==> config.mk <==
export PLATFORM = sky130hd
export DESIGN_NAME = fetch_pc_unit
export DESIGN_NICKNAME = d
export VERILOG_FILES = /design/src/rtl/fetch_pc_unit.sv
export SDC_FILE = /design/constraint.sdc
export NUM_CORES = 1
export LEC_CHECK = 0
export BUFFER_PORTS_ARGS = -buffer_cell sky130_fd_sc_hd__buf_2
export CORE_ASPECT_RATIO = 2
export CORE_UTILIZATION = 40
export DETAILED_ROUTE_END_ITERATION = 6
export PLACE_DENSITY_LB_ADDON = 0.3
export SLEW_MARGIN = 20
export SYNTH_ARGS = -nofsm -noshare
export SYNTH_HDL_FRONTEND = slang
export SYNTH_SLANG_ARGS = --single-unit
==> constraint.sdc <==
create_clock -name CLK -period 9.25 [get_ports CLK]
set_input_delay 0.925 -clock CLK [delete_from_list [all_inputs] [get_ports CLK]]
set_output_delay 0.925 -clock CLK [all_outputs]
set_load 0.005 [all_outputs]
==> src/rtl/fetch_pc_unit.sv <==
// fetch_pc_unit
//   Instruction-fetch stage sitting right after the branch-condition
//   generator. Holds the architectural fetch PC, selects redirect targets
//   from the 3-bit PC_SEL code, runs a one-outstanding request/grant/response
//   handshake with instruction memory, and buffers returned instructions in
//   a small FIFO for decode. FLUSHED tells the branch-condition generator
//   that a redirect has taken effect.
//
//   Parameters
//     RESET_PC   PC loaded on reset
//     BUF_DEPTH  instruction FIFO entries (2 or 4)
//
//   Ports
//     CLK, RST_N                      clock (rising edge), async active-low reset
//     PC_SEL                          0=PC+4 1=JALR 2=BRANCH 3=JAL 4=trap, 5-7 as 0
//     JALR_TGT/BRANCH_TGT/JAL_TGT/MTVEC  redirect targets
//     IMEM_REQ/IMEM_ADDR              fetch request and address (current PC)
//     IMEM_GNT                        request accepted this cycle
//     IMEM_RVALID/IMEM_RDATA          instruction response
//     IF_VALID/IF_INSTR/IF_PC         FIFO head towards decode
//     ID_READY                        decode accepts the head
//     FLUSHED                         one-cycle pulse following a redirect
//
//   Optional feature (macro IF_MISALIGN_TRAP_EN)
//     Adds MISALIGN_VEC input and IF_MISALIGN output. A non-trap redirect to
//     a target with nonzero low bits loads MISALIGN_VEC instead and pulses
//     IF_MISALIGN together with FLUSHED. Without the macro the low target
//     bits are simply cleared.

module fetch_pc_unit #(
    parameter logic [31:0] RESET_PC  = 32'h0000_0000,
    parameter int          BUF_DEPTH = 2
) (
    input  logic        CLK,
    input  logic        RST_N,
    input  logic [2:0]  PC_SEL,
    input  logic [31:0] JALR_TGT,
    input  logic [31:0] BRANCH_TGT,
    input  logic [31:0] JAL_TGT,
    input  logic [31:0] MTVEC,
    output logic        IMEM_REQ,
    output logic [31:0] IMEM_ADDR,
    input  logic        IMEM_GNT,
    input  logic        IMEM_RVALID,
    input  logic [31:0] IMEM_RDATA,
    output logic        IF_VALID,
    output logic [31:0] IF_INSTR,
    output logic [31:0] IF_PC,
    input  logic        ID_READY,
`ifdef IF_MISALIGN_TRAP_EN
    input  logic [31:0] MISALIGN_VEC,
    output logic        IF_MISALIGN,
`endif
    output logic        FLUSHED
);

    localparam int PW = (BUF_DEPTH > 2) ? 2 : 1;
    localparam int CW = PW + 1;
    localparam logic [CW-1:0] FULL_CNT = CW'(BUF_DEPTH);

    typedef enum logic [1:0] {
        S_IDLE,
        S_WAIT,
        S_DISCARD
    } state_t;

    state_t         state_q;
    logic [31:0]    pc_q;
    logic [31:0]    infl_pc_q;
    logic [PW-1:0]  rd_ptr_q;
    logic [PW-1:0]  wr_ptr_q;
    logic [CW-1:0]  count_q;
    logic           flushed_q;

    // FIFO storage carries data only, so it is not reset.
    logic [31:0]    buf_pc    [BUF_DEPTH];
    logic [31:0]    buf_instr [BUF_DEPTH];

    logic           redirect;
    logic [31:0]    tgt_raw;
    logic [31:0]    redirect_pc_d;
    logic           grant;
    logic           push;
    logic           pop;

    function automatic logic [PW-1:0] ptr_inc(input logic [PW-1:0] p);
        return (p == PW'(BUF_DEPTH - 1)) ? '0 : p + 1'b1;
    endfunction

    always_comb begin
        redirect = (PC_SEL >= 3'd1) && (PC_SEL <= 3'd4);
        tgt_raw  = '0;
        case (PC_SEL)
            3'd1:    tgt_raw = JALR_TGT;
            3'd2:    tgt_raw = BRANCH_TGT;
            3'd3:    tgt_raw = JAL_TGT;
            3'd4:    tgt_raw = MTVEC;
            default: tgt_raw = '0;
        endcase
    end

`ifdef IF_MISALIGN_TRAP_EN
    logic misalign;
    logic misalign_q;

    // Trap redirects are never diverted, even if MTVEC is misaligned.
    assign misalign      = (tgt_raw[1:0] != 2'b00) && (PC_SEL != 3'd4);
    assign redirect_pc_d = misalign ? MISALIGN_VEC : (tgt_raw & 32'hFFFF_FFFC);
    assign IF_MISALIGN   = misalign_q;
`else
    assign redirect_pc_d = tgt_raw & 32'hFFFF_FFFC;
`endif

    // RST_N gates the request so it reads 0 while reset is held.
    assign IMEM_REQ  = RST_N && (state_q == S_IDLE) && (count_q < FULL_CNT) && !redirect;
    assign IMEM_ADDR = pc_q;
    assign grant     = IMEM_REQ && IMEM_GNT;

    // A redirect cancels both the push and the pop of its cycle.
    assign push = (state_q == S_WAIT) && IMEM_RVALID && !redirect;
    assign pop  = (count_q != '0) && ID_READY && !redirect;

    assign IF_VALID = (count_q != '0);
    assign IF_INSTR = IF_VALID ? buf_instr[rd_ptr_q] : '0;
    assign IF_PC    = IF_VALID ? buf_pc[rd_ptr_q]    : '0;
    assign FLUSHED  = flushed_q;

    always_ff @(posedge CLK or negedge RST_N) begin
        if (!RST_N) begin
            state_q    <= S_IDLE;
            pc_q       <= RESET_PC;
            infl_pc_q  <= '0;
            rd_ptr_q   <= '0;
            wr_ptr_q   <= '0;
            count_q    <= '0;
            flushed_q  <= 1'b0;
`ifdef IF_MISALIGN_TRAP_EN
            misalign_q <= 1'b0;
`endif
        end else begin
            flushed_q  <= redirect;
`ifdef IF_MISALIGN_TRAP_EN
            misalign_q <= redirect && misalign;
`endif
            if (redirect) begin
                pc_q     <= redirect_pc_d;
                rd_ptr_q <= '0;
                wr_ptr_q <= '0;
                count_q  <= '0;
                // The outstanding response, if any, must still be absorbed.
                case (state_q)
                    S_WAIT:    state_q <= IMEM_RVALID ? S_IDLE : S_DISCARD;
                    S_DISCARD: state_q <= IMEM_RVALID ? S_IDLE : S_DISCARD;
                    default:   state_q <= S_IDLE;
                endcase
            end else begin
                case (state_q)
                    S_IDLE: begin
                        if (grant) begin
                            infl_pc_q <= pc_q;
                            pc_q      <= pc_q + 32'd4;
                            state_q   <= S_WAIT;
                        end
                    end
                    S_WAIT: begin
                        if (IMEM_RVALID) state_q <= S_IDLE;
                    end
                    S_DISCARD: begin
                        if (IMEM_RVALID) state_q <= S_IDLE;
                    end
                    default: state_q <= S_IDLE;
                endcase

                if (push) wr_ptr_q <= ptr_inc(wr_ptr_q);
                if (pop)  rd_ptr_q <= ptr_inc(rd_ptr_q);
                case ({push, pop})
                    2'b10:   count_q <= count_q + 1'b1;
                    2'b01:   count_q <= count_q - 1'b1;
                    default: count_q <= count_q;
                endcase
            end
        end
    end

    always_ff @(posedge CLK) begin
        if (push) begin
            buf_pc[wr_ptr_q]    <= infl_pc_q;
            buf_instr[wr_ptr_q] <= IMEM_RDATA;
        end
    end

    // Requests are gated on free space, so a push into a full FIFO can only
    // come with a same-cycle pop.
    a_no_push_when_full: assert property (@(posedge CLK) disable iff (!RST_N)
        !(push && (count_q == FULL_CNT) && !pop));

endmodule

## After elaboration in Yosys (flattened, before gate mapping)

Memory sizes are Yosys's and may differ from the RTL's.
Cells that the tools add are included.

- $add $sub $neg: 5
- Multiply operators: 0
- Div/mod/pow operators: 0
- Magnitude comparators: 3
- Equality and inequality tests: 10
- Shift operators: 0
- Muxes and demuxes: 22
- Bitwise gates (word level): 1
- Reductions and logical operators: 21

Operators by type and width:

| kind | number |
|---|---|
| 32-bit two-way mux | 5 |
| 32-bit case mux with 4 select lines | 1 |
| 32-bit by 3-bit adder with 32-bit output (second input constant) | 1 |
| 2-bit two-way mux | 6 |
| 2-bit nonzero test | 5 |
| 1-bit logical AND | 9 |
| 1-bit two-way mux | 8 |
| 2-bit case mux with 2 select lines | 2 |
| 3-bit by 2-bit equality test with 1-bit output (second input constant) | 2 |
| 2-bit by 1-bit equality test with 1-bit output (second input constant) | 2 |
| 2-bit equality test (second input constant) | 2 |
| 2-bit AND reduction | 2 |
| 3-bit by 1-bit equality test with 1-bit output (second input constant) | 1 |
| 3-bit equality test (second input constant) | 1 |
| 3-bit by 1-bit greater-or-equal comparator with 1-bit output (second input constant) | 1 |
| 3-bit <= comparator (second input constant) | 1 |
| 3-bit by 1-bit inequality test with 1-bit output (second input constant) | 1 |
| 3-bit inequality test (second input constant) | 1 |
| 3-bit AND reduction | 1 |
| 3-bit nonzero test | 1 |
| 1-bit adder (second input constant) | 2 |
| 2-bit by 1-bit adder with 2-bit output (second input constant) | 1 |
| 2-bit logical NOT | 1 |
| 2-bit < comparator (second input constant) | 1 |
| other kinds (4) | 4 |

- Bits in registers: 71
- Bits in latches: 0
- Bits in writable memories: 128
- Memory bits (read-only): 0
- Bits of input ports: 168
- Output and inout bits: 99
- Logic and storage cells: 71
- Memories kept: 2

Memories:

| memory | words | bits a word | read ports | clocked after Yosys merged registers in | write ports | RTL line | text |
|---|---|---|---|---|---|---|---|
| buf_instr | 2 | 32 | 1 | 0 | 1 | 77 | `logic [31:0] buf_instr [BUF_DEPTH];` |
| buf_pc | 2 | 32 | 1 | 0 | 1 | 76 | `logic [31:0] buf_pc [BUF_DEPTH];` |

## Logic depth before layout (Yosys ltp)

Gate-level depths: netlist of run 1.

- Depth in word-level cells: 8
- Gate-level depth with buffers: 7
- Mapped depth without buffers: 6

## Worst setup path before layout of run 1

No wires, ideal clock.

- Path kind: input port to flip-flop
- Start point: in PC_SEL[0]
- End point: mem buf_instr[1][0] (enable)
- Setup time: 0.571 ns
- Arrival time: 6.440 ns
- Data required time: 8.679 ns
- Setup slack: 2.239 ns
- Stages on the path: 6
- Buffers on the path: 2
- Cell sequence: or3_1 > clkbuf_1 > nand2_1 > inv_2 > clkbuf_1 > nor3b_1

- Longest elaborated chain between the ends: 6
- Elaborated cells between the ends (all ways): 7
- Those cells by class: 2 x order compare; 2 x mux; 3 x reduce/logical

Ends and longest elaborated chain:

| what | RTL line | text |
|---|---|---|
| start: declaration | 36 | `input logic [2:0] PC_SEL,` |
| 3-bit by 1-bit greater-or-equal comparator with 1-bit output / 3-bit <= comparator (equally long branches) | 91 | `redirect = (PC_SEL >= 3'd1) && (PC_SEL <= 3'd4);` |
| 1-bit logical AND (*) | 91 |  |
| named net redirect | 79 | `logic redirect;` |
| 1-bit logical NOT (*) | 120 | `assign push = (state_q == S_WAIT) && IMEM_RVALID && !redirect;` |
| 1-bit logical AND (*) | 120 |  |
| 1-bit two-way mux (*) | 186 | `if (push) begin` |
| 1-bit two-way mux (not written as such) (*) | 188 | `buf_instr[wr_ptr_q] <= IMEM_RDATA;` |
| end: declaration | 77 |  |

The timed path passes the listed nets; every way through them passes the cells marked *.

## Worst setup path after layout of run 1

- Start point: in PC_SEL[0]
- End point: out IMEM_REQ

- Longest elaborated chain between the ends: 4
- Elaborated cells between the ends (all ways): 5
- Those cells by class: 2 x order compare; 3 x reduce/logical

Ends and longest elaborated chain:

| what | RTL line | text |
|---|---|---|
| 3-bit by 1-bit greater-or-equal comparator with 1-bit output / 3-bit <= comparator (equally long branches) | 91 |  |
| 1-bit logical AND (*) | 91 |  |
| 1-bit logical NOT (*) | 115 | `assign IMEM_REQ = RST_N && (state_q == S_IDLE) && (count_q < FULL_CNT) && !redirect;` |
| 1-bit logical AND (*) | 115 |  |
| end: declaration | 41 | `output logic IMEM_REQ,` |

Every way passes the cells marked *; elsewhere a longest branch is shown, timed or not.

==> out/summary.md, run 1 <==
At the end of the flow, the number of nets in the layout was 1,137. The relative max-transition margin was 0.288; the floorplan die area was 23,700 sq um. The core region is 22,600 sq um. The H-tree was split into 4 levels. The finished layout cell area is 11,300 sq um, and the number of sinks handled by clock tree synthesis is 191. The initial DRC count is 287, and the peak ir drop on the vdd network is 0.125 mV.

For this run, the leading register cell type out of synthesis is edfxtp_1. The overall die height was 217 um. By area the synthesized netlist is led by edfxtp_1 (40%), dfrtp_1 (18%), mux2i_1 (9.9%), mux2_2 (4.2%), nor2_1 (3.0%). The area growth from synthesis to layout is 23.0%.

The proportion of netlist area held by the largest area contributor is 0.405. The first global-routing pass estimated 36,300 um of wire. Routability-driven placement finished with a final weighted congestion of 0.957.

Once placement completed, the tool counted placed cells totaling 1,227. Internal power: 1.61 mW. The tools report the nature of the critical path endpoint as an output pin. The worst setup path is launched from an input port. The synthesized design contains 191 register bits. After legalization and detailed placement, the total HPWL measured 17,900 um.

The fraction of power spent switching nets was 0.258; the initial antenna violation count was 0. The post-detailed-route count of antenna-violating nets was 0; the global-route usage over all layers was 0.206. The tools report the count of warnings emitted by yosys as 0. TritonCTS buffer count: 17. For the number of max-slew violations in the final report, the log shows 0. After clock tree synthesis, the setup repair step added 0 buffers. Entering global routing, the biggest net connects 63 pins. The run gives 4.46 nW as the leakage dissipation. Row count: 78. The power dissipated by switching net loads was 0.561 mW; the antenna diode count was 0. Based on the critical path, the design can be clocked at up to 0.238 GHz. Synthesis produced 734 cells. The logs give 0 for the final count of negative-setup-slack endpoints and 3280 ps for the endpoint arrival time on the critical path. Before CTS, the worst setup slack after placement is 5060 ps. The proportion of layout cells with a drive suffix above 1 is 0.359, and the effective utilization at floorplan is 0.407.

TritonCTS built the clock tree. The async set or reset register ratio after synthesis came out at 0.351. The final instance count without filler cells was 1,259; the number of enable-type register cells in the synthesized netlist was 124.

After detailed routing, the average wire length per cell comes to 18.9 um. During I/O placement, the number of pins put on the boundary was 267. The insertion delay of the later-clocked pin in the worst-skew pair was 440 ps; the post-CTS clock slew at the launch and capture registers of the worst setup and hold paths was 70 ps. At the pin with the least slew margin, the transition time is 1060 ps. For the final routed database, the setup TNS stands at 0 ps.

The proportion of power drawn by flip-flops and latches came out at 0.516. The library cell used as clock root buffer is clkbuf_16. The relative contribution of the clock network to total power was 0.342. The tools report the final-layout worst hold slack as 410 ps.

After detailed routing, the total wire length is 23,800 um. The combinational share of power is 0.142. The final worst clock skew came out at 9.45 ps. The logs give 0 for the max-capacitance violation count and 0 for the post-CTS resize count. The worst hold path belongs to the class in -> async. The number of I/O port buffers works out to 254. Counting along the longest clock path gives a buffer depth of 2. Counting I/O delays and the setup requirement, the final critical path takes 4200 ps.

In this run the worst path has a maximum fanout of 44. The run finished with clean final reports. The setup path with the least slack is of type in -> out.

For the number of global-route vias before repair, the log shows 6,815. The per-cell via count in the routed design works out to 5.50. After layout, the worst setup slack is 5050 ps. Setup repair after global routing left no endpoint under its margin. After filler insertion, the fill cell instance count of the layout stands at 2,109. The sequential-to-total area share from yosys stat was 0.587. A synthesized cell averages 12.5 sq um. In this run the power density over the cells is 192 nW/um^2. The first detailed-routing pass took 4 iterations. The logs give 0.500 for the share of the core filled with cells and 10,700 sq um for the post-detailed-placement cell area. For this run, design rule violations remaining after detail routing come to 0. The most area-hungry cell type in the Yosys netlist is edfxtp_1.

For this design, the CTS-stage hold fixing added 0 buffers. The horizontal die dimension is 109 um. The routed layout has 6,927 vias. For the worst setup path, the data required time is 8330 ps. The mapped netlist covers 9210 sq um. Post-route fraction of the period consumed by the critical path: 0.454. Overall power consumption after layout is estimated at 2.17 mW.

Synthesis instantiated 72 different standard cells from the library. The sum of overflow across all layers after global routing is 0, and the total count of hold-check failures in the final report is 0.
==> cells in the mapped netlist, types with 3 or more instances <==
cell,n
a211oi_1,12
a21oi_1,5
a22o_1,5
a22oi_1,15
a31oi_1,6
and3_1,3
buf_2,12
buf_4,4
clkbuf_1,37
dfrtp_1,67
edfxtp_1,124
ha_1,3
inv_1,13
mux2_2,34
mux2i_1,91
nand2_1,29
nand2b_1,5
nand3_1,17
nand4_1,13
nand4bb_1,5
nor2_1,73
nor2b_1,5
nor3_1,14
nor3b_1,3
nor4_1,15
nor4b_1,5
o211ai_1,9
o21ai_0,9
o221a_2,4
o221ai_1,10
o22a_1,7
o22ai_1,13
o31ai_1,3
or4_1,9
or4_2,3
or4bb_1,4
xnor2_1,3
xor2_1,4
==> power by group through the flow <==
stage / Combinational [mW] / Clock (mW) / Sequential (mW)
after CTS: 0.313 / 0.761 / 1.12
after detailed placement: 0.311 / 0 / 1.14
after floorplan: 0.200 / 0 / 1.10
after global routing: 0.344 / 0.791 / 1.13
after global placement: 0.304 / 0 / 1.13
final: 0.310 / 0.743 / 1.12
==> layout make-up <==
type / count / area [sq um] / area share
sequential: 191 / 5400 / 0.477
multi-input combinational: 476 / 3540 / 0.313
clock buffer: 21 / 482 / 0.0426
timing repair buffer: 265 / 1360 / 0.120
inverter: 15 / 56.3 / 0.00497
tap: 280 / 350 / 0.0310
clock inverter: 11 / 126 / 0.0112
==> worst max-delay path, stage by stage <==
cell,delay [ps]
buf_2,590
o21ai_0,400
nand2_1,140
buf_4,320
inv_2,310
nor4b_1,390
buf_2,180
==> path summary, 6_finish.rpt <==
check / start / depth (start not counted) / end / slack, ps
max in group asynchronous: RST_N / 2 / rd_ptr_q / 7860
worst max register to register: state_q[0] / 6 / infl_pc_q[24] / 6570
worst max-delay path: PC_SEL[0] / 7 / IMEM_REQ / 5050
min in group CLK: infl_pc_q[15] / 0 / buf_pc[1][15] / 470
worst min-delay path: RST_N / 1 / infl_pc_q[21] / 410
worst min register to register: infl_pc_q[15] / 0 / buf_pc[1][15] / 470
==> cell usage in the layout (no fill, tap or decap), drive strengths merged, types with 3 or more instances in the layout <==
cell type,netlist,layout
buf,18,265
edfxtp,124,124
mux2i,91,91
nor2,73,73
dfrtp,67,67
mux2,34,34
nand2,29,29
clkbuf,37,21
nand3,18,18
inv,14,17
nor4,15,15
a22oi,15,15
nor3,14,14
nand4,14,14
o22ai,13,13
a211oi,12,12
or4,12,12
o221ai,10,10
o21ai,10,10
o211ai,9,9
o22a,7,7
a31oi,6,6
clkinv,1,6
nor4b,5,5
nand2b,5,5
a21oi,5,5
nand4bb,5,5
nor2b,5,5
a22o,5,5
xor2,4,4
or4bb,4,4
o221a,4,4
conb,1,4
and3,4,4
o31ai,3,3
xnor2,3,3
ha,3,3
or3,3,3
nor3b,3,3
==> state kept, by name, summed over array words and instances (netlist names) <==
| signal | flops |
|---|---|
| count_q | 2 |
| FLUSHED | 1 |
| buf_instr | 64 |
| infl_pc_q | 30 |
| state_q | 2 |
| rd_ptr_q | 1 |
| IMEM_ADDR | 30 |
| buf_pc | 60 |
| wr_ptr_q | 1 |
==> cell families (layout without fill, tap and decap cells) <==
family / Yosys count / in the layout / synth area share
muxes: 125 / 125 / 0.141
other: 1 / 4 / 0.000407
xor gates and xnor gates: 7 / 7 / 0.00666
DFF: 191 / 191 / 0.587
AOI/OAI and AO/OA: 120 / 120 / 0.0999
adders and majority gates: 3 / 3 / 0.00408
and+or+nand+nor: 217 / 217 / 0.130
buffers and inverters: 70 / 312 / 0.0318
==> layer usage <==
metal / global-route usage / vias to the layer above / routed length (um)
met5: 0 / - / 0
met4: 0.109 / 0 / 897
met3: 0.0316 / 43 / 977
met2: 0.394 / 259 / 13600
met1: 0.206 / 3328 / 8330
li1: - / 3297 / -
No activity file was read; power rests on OpenSTA's default activity.
==> run 2, diff against run 1 <==
==> constraint.sdc (replaced) <==
create_clock -name CLK -period 3.4 [get_ports CLK]
set_input_delay 0.34 -clock CLK [delete_from_list [all_inputs] [get_ports CLK]]
set_output_delay 0.34 -clock CLK [all_outputs]
set_load 0.005 [all_outputs]
==> out/summary.md, run 2 (synthesis results as in run 1) <==
The flow ran to the end, and the final reports show no timing, DRC or antenna violations. Across the VDD grid, the largest voltage drop is 0.364 mV. The run gives 0.407 as the effective utilization at floorplan. The post-route fraction of the period consumed by the critical path was 0.783.

STA puts the critical path data arrival time at 3020 ps. The signal on the critical path passes through dlygate4sd3_1 -> buf_4 -> and4b_1 -> nand4_1 -> or4b_2 -> a31oi_1. TritonCTS built the clock tree.

The post-CTS clock slew at the launch and capture registers of the worst setup and hold paths was 70 ps; the length of routed wiring on met1 was 8220 um. The antenna diode count was 0; the area taken by flip-flops and latches was 5400 sq um. For this run, the post-layout net count is 1,148. Ranked by flip-flop count, first place goes to buf_instr. No sink is reached through more buffers than the 2 on the longest clock path. Relative contribution of the clock network to total power: 0.330. In this run the critical register-to-register path is launched from state_q[0]. Setup slack on the critical path of the routed design comes to 736 ps. The multi-input combinational cell area was 3560 sq um; the insertion delay of the later-clocked pin in the worst-skew pair was 440 ps.

The H-tree was split into 4 levels. For this design the static power due to leakage is 4.50 nW. In this run, CTS created clock tree buffers numbering 17. Post-CTS repair changed the size of 0 cells. Entering global routing, the biggest net connects 47 pins. The detailed router finished its first iteration with 289 violations. The total count of hold-check failures in the final report was 0.

The cell at the slowest stage of the critical path was or4b_2. The proportion of layout cells with a drive suffix above 1 is 0.365, and the max-capacitance violation count is 0. The area growth from synthesis to layout is 23.8%. The library cells used most frequently in the layout, excluding fill and tap cells, are buf_2 (253), edfxtp_1 (124), mux2i_1 (91). The setup slack of the most critical reg-to-reg path came out at 860 ps. The capture point of the worst path was IMEM_ADDR[20]. The HPWL after detailed placement came out at 18,500 um. Along the worst path, the maximum fanout reaches 25.

After detailed routing, the number of remaining DRC violations is 0. The row count came out at 78. For the final instance count without filler cells, the log shows 1,270.

Relative max-transition margin: 0.573. The share of the core filled with cells came out at 0.503. The layout has 2,077 filler cells. After clock tree synthesis, the setup repair step added 0 buffers. The number of global-route vias before repair is 6,843. The smallest clock period supported by the final layout is computed as 2660 ps. Summed over all nets, the switching power comes to 1.59 mW. Wire segments on met2 add up to 13,500 um in the final route.

At the worst endpoint, the required time is 3760 ps. The number of max-slew violations in the final report was 0; the sum of overflow across all layers after global routing was 0. The critical path class is in -> reg.

Pin slew with the least headroom to its limit: 641 ps. In this run the worst setup path begins at RST_N. For the combinational share of power, the log shows 0.149. In the final routed layout, each cell accounts on average for 18.9 um. The largest registers in the layout are buf_instr (64), buf_pc (60). Setup repair after global routing left no endpoint under its margin. The flip-flop count of the largest register after layout is 64. The floorplan step defined a die boundary enclosing 23,700 sq um. Worst min-delay path class: in -> reg.

The number of sinks handled by clock tree synthesis came out at 191. The initial antenna violation count is 0. The per-cell via count in the routed design was 5.45; the overall die height was 217 um.

The library cell used most frequently in the layout, excluding fill and tap cells, is buf_2. For this run, the slowest stage of the critical path takes 690 ps. After detailed routing, the met3 layer carries 1040 um of wire. Cell internal power was estimated by the tool at 4.26 mW. The final count of negative-setup-slack endpoints came out at 0.

For this run, the detailed router's first-pass iteration total came to 4. The worst reg2reg path endpoint was IMEM_ADDR[20]. The global-route usage over all layers was 0.211; the global-route wire length before repair was 37,000 um. STA classifies the critical path startpoint as an input port. In this run the power density over the cells is 513 nW/um^2.

In this run the top signal layer used is met4. After routing, the total negative slack on setup checks comes to 0 ps. Once detail routing completed, the nets flagged for antenna violations numbered 0. The total vias in the final route was 6,927; the fraction of power spent switching nets was 0.271. For the proportion of power drawn by flip-flops and latches, the log shows 0.521. The library cell used as clock root buffer was clkbuf_16. Prior to clock tree synthesis, the placed netlist has a worst setup slack of 761 ps.

Across all hold checks on the routed design, the worst slack comes to 93.1 ps. The tools report the last weighted congestion value of the routability-driven placer as 0.888. The number of I/O port buffers was 254.

The worst-case reg-to-reg path depth is 6. The floorplan step defined a core boundary enclosing 22,600 sq um. Timing would allow up to 0.375 GHz. Counting tap cells, the placed design contains a total of 1,237 instances.

Between clock sinks in the finished design, the worst skew comes to 10.4 ps. For this design the top-level I/O count stands at 267. The horizontal die dimension works out to 109 um. The nature of the critical path endpoint is a register. For this block, the routed nets add up to 24,000 um of wire.
run 2: power groups by stage:
stage | clock network (mW) | registers (mW) | logic (mW)
finish | 1.93 | 3.04 | 0.872
global route | 2.07 | 3.08 | 0.964
CTS | 1.99 | 3.04 | 0.883
detailed placement | 0 | 3.09 | 0.877
global placement | 0 | 3.07 | 0.858
floorplan | 0 | 3.00 | 0.545
run 2: metrics by stage:
stage	cell area, sq um	total power, mW
after global placement	10800	3.93
after CTS	11400	5.92
after detailed placement	10800	3.97
after floorplan	9240	3.55
final	11400	5.85
after global routing	11400	6.12
run 2: repair_timing:
item                                    CTS  global route
endpoints found under the setup margin    0             0
hold buffers                              1             0
hold endpoints to repair                 21             0
run 2: how the worst min path moves through the flow:
stage	start	end	slack (ps)	cells after the start
after global routing	IMEM_RDATA[22]	buf_instr[0][22]	70	1
after global placement	RST_N	wr_ptr_q	300	1
after detailed placement	RST_N	infl_pc_q[7]	300	1
final	IMEM_RDATA[0]	buf_instr[1][0]	90	1
after CTS	IMEM_RDATA[25]	buf_instr[1][25]	60	1
after floorplan	RST_N	FLUSHED	40	0
run 2: cell type report:
cell class	count	share of cell area
repair buffers	276	0.128
well taps	280	0.0307
multi-input cells	476	0.312
clock buffers	18	0.0377
inverters	15	0.00494
flip-flops and latches	191	0.474
clock inverters	14	0.0126
run 2: critical path: cells and delay by family:
| kind | cells | cell delay [ps] |
|---|---|---|
| buffers and inverters | 2 | 870 |
| AO/OA/AOI/OAI | 1 | 180 |
| AND/OR/NAND/NOR | 3 | 1580 |
run 2: metal layers:
| metal | vias up | GRT usage |
|---|---|---|
| met1 | 3292 | 0.207 |
| met4 | 0 | 0.132 |
| li1 | 3327 | - |
| met2 | 246 | 0.391 |
| met3 | 62 | 0.0400 |
| met5 | - | 0 |
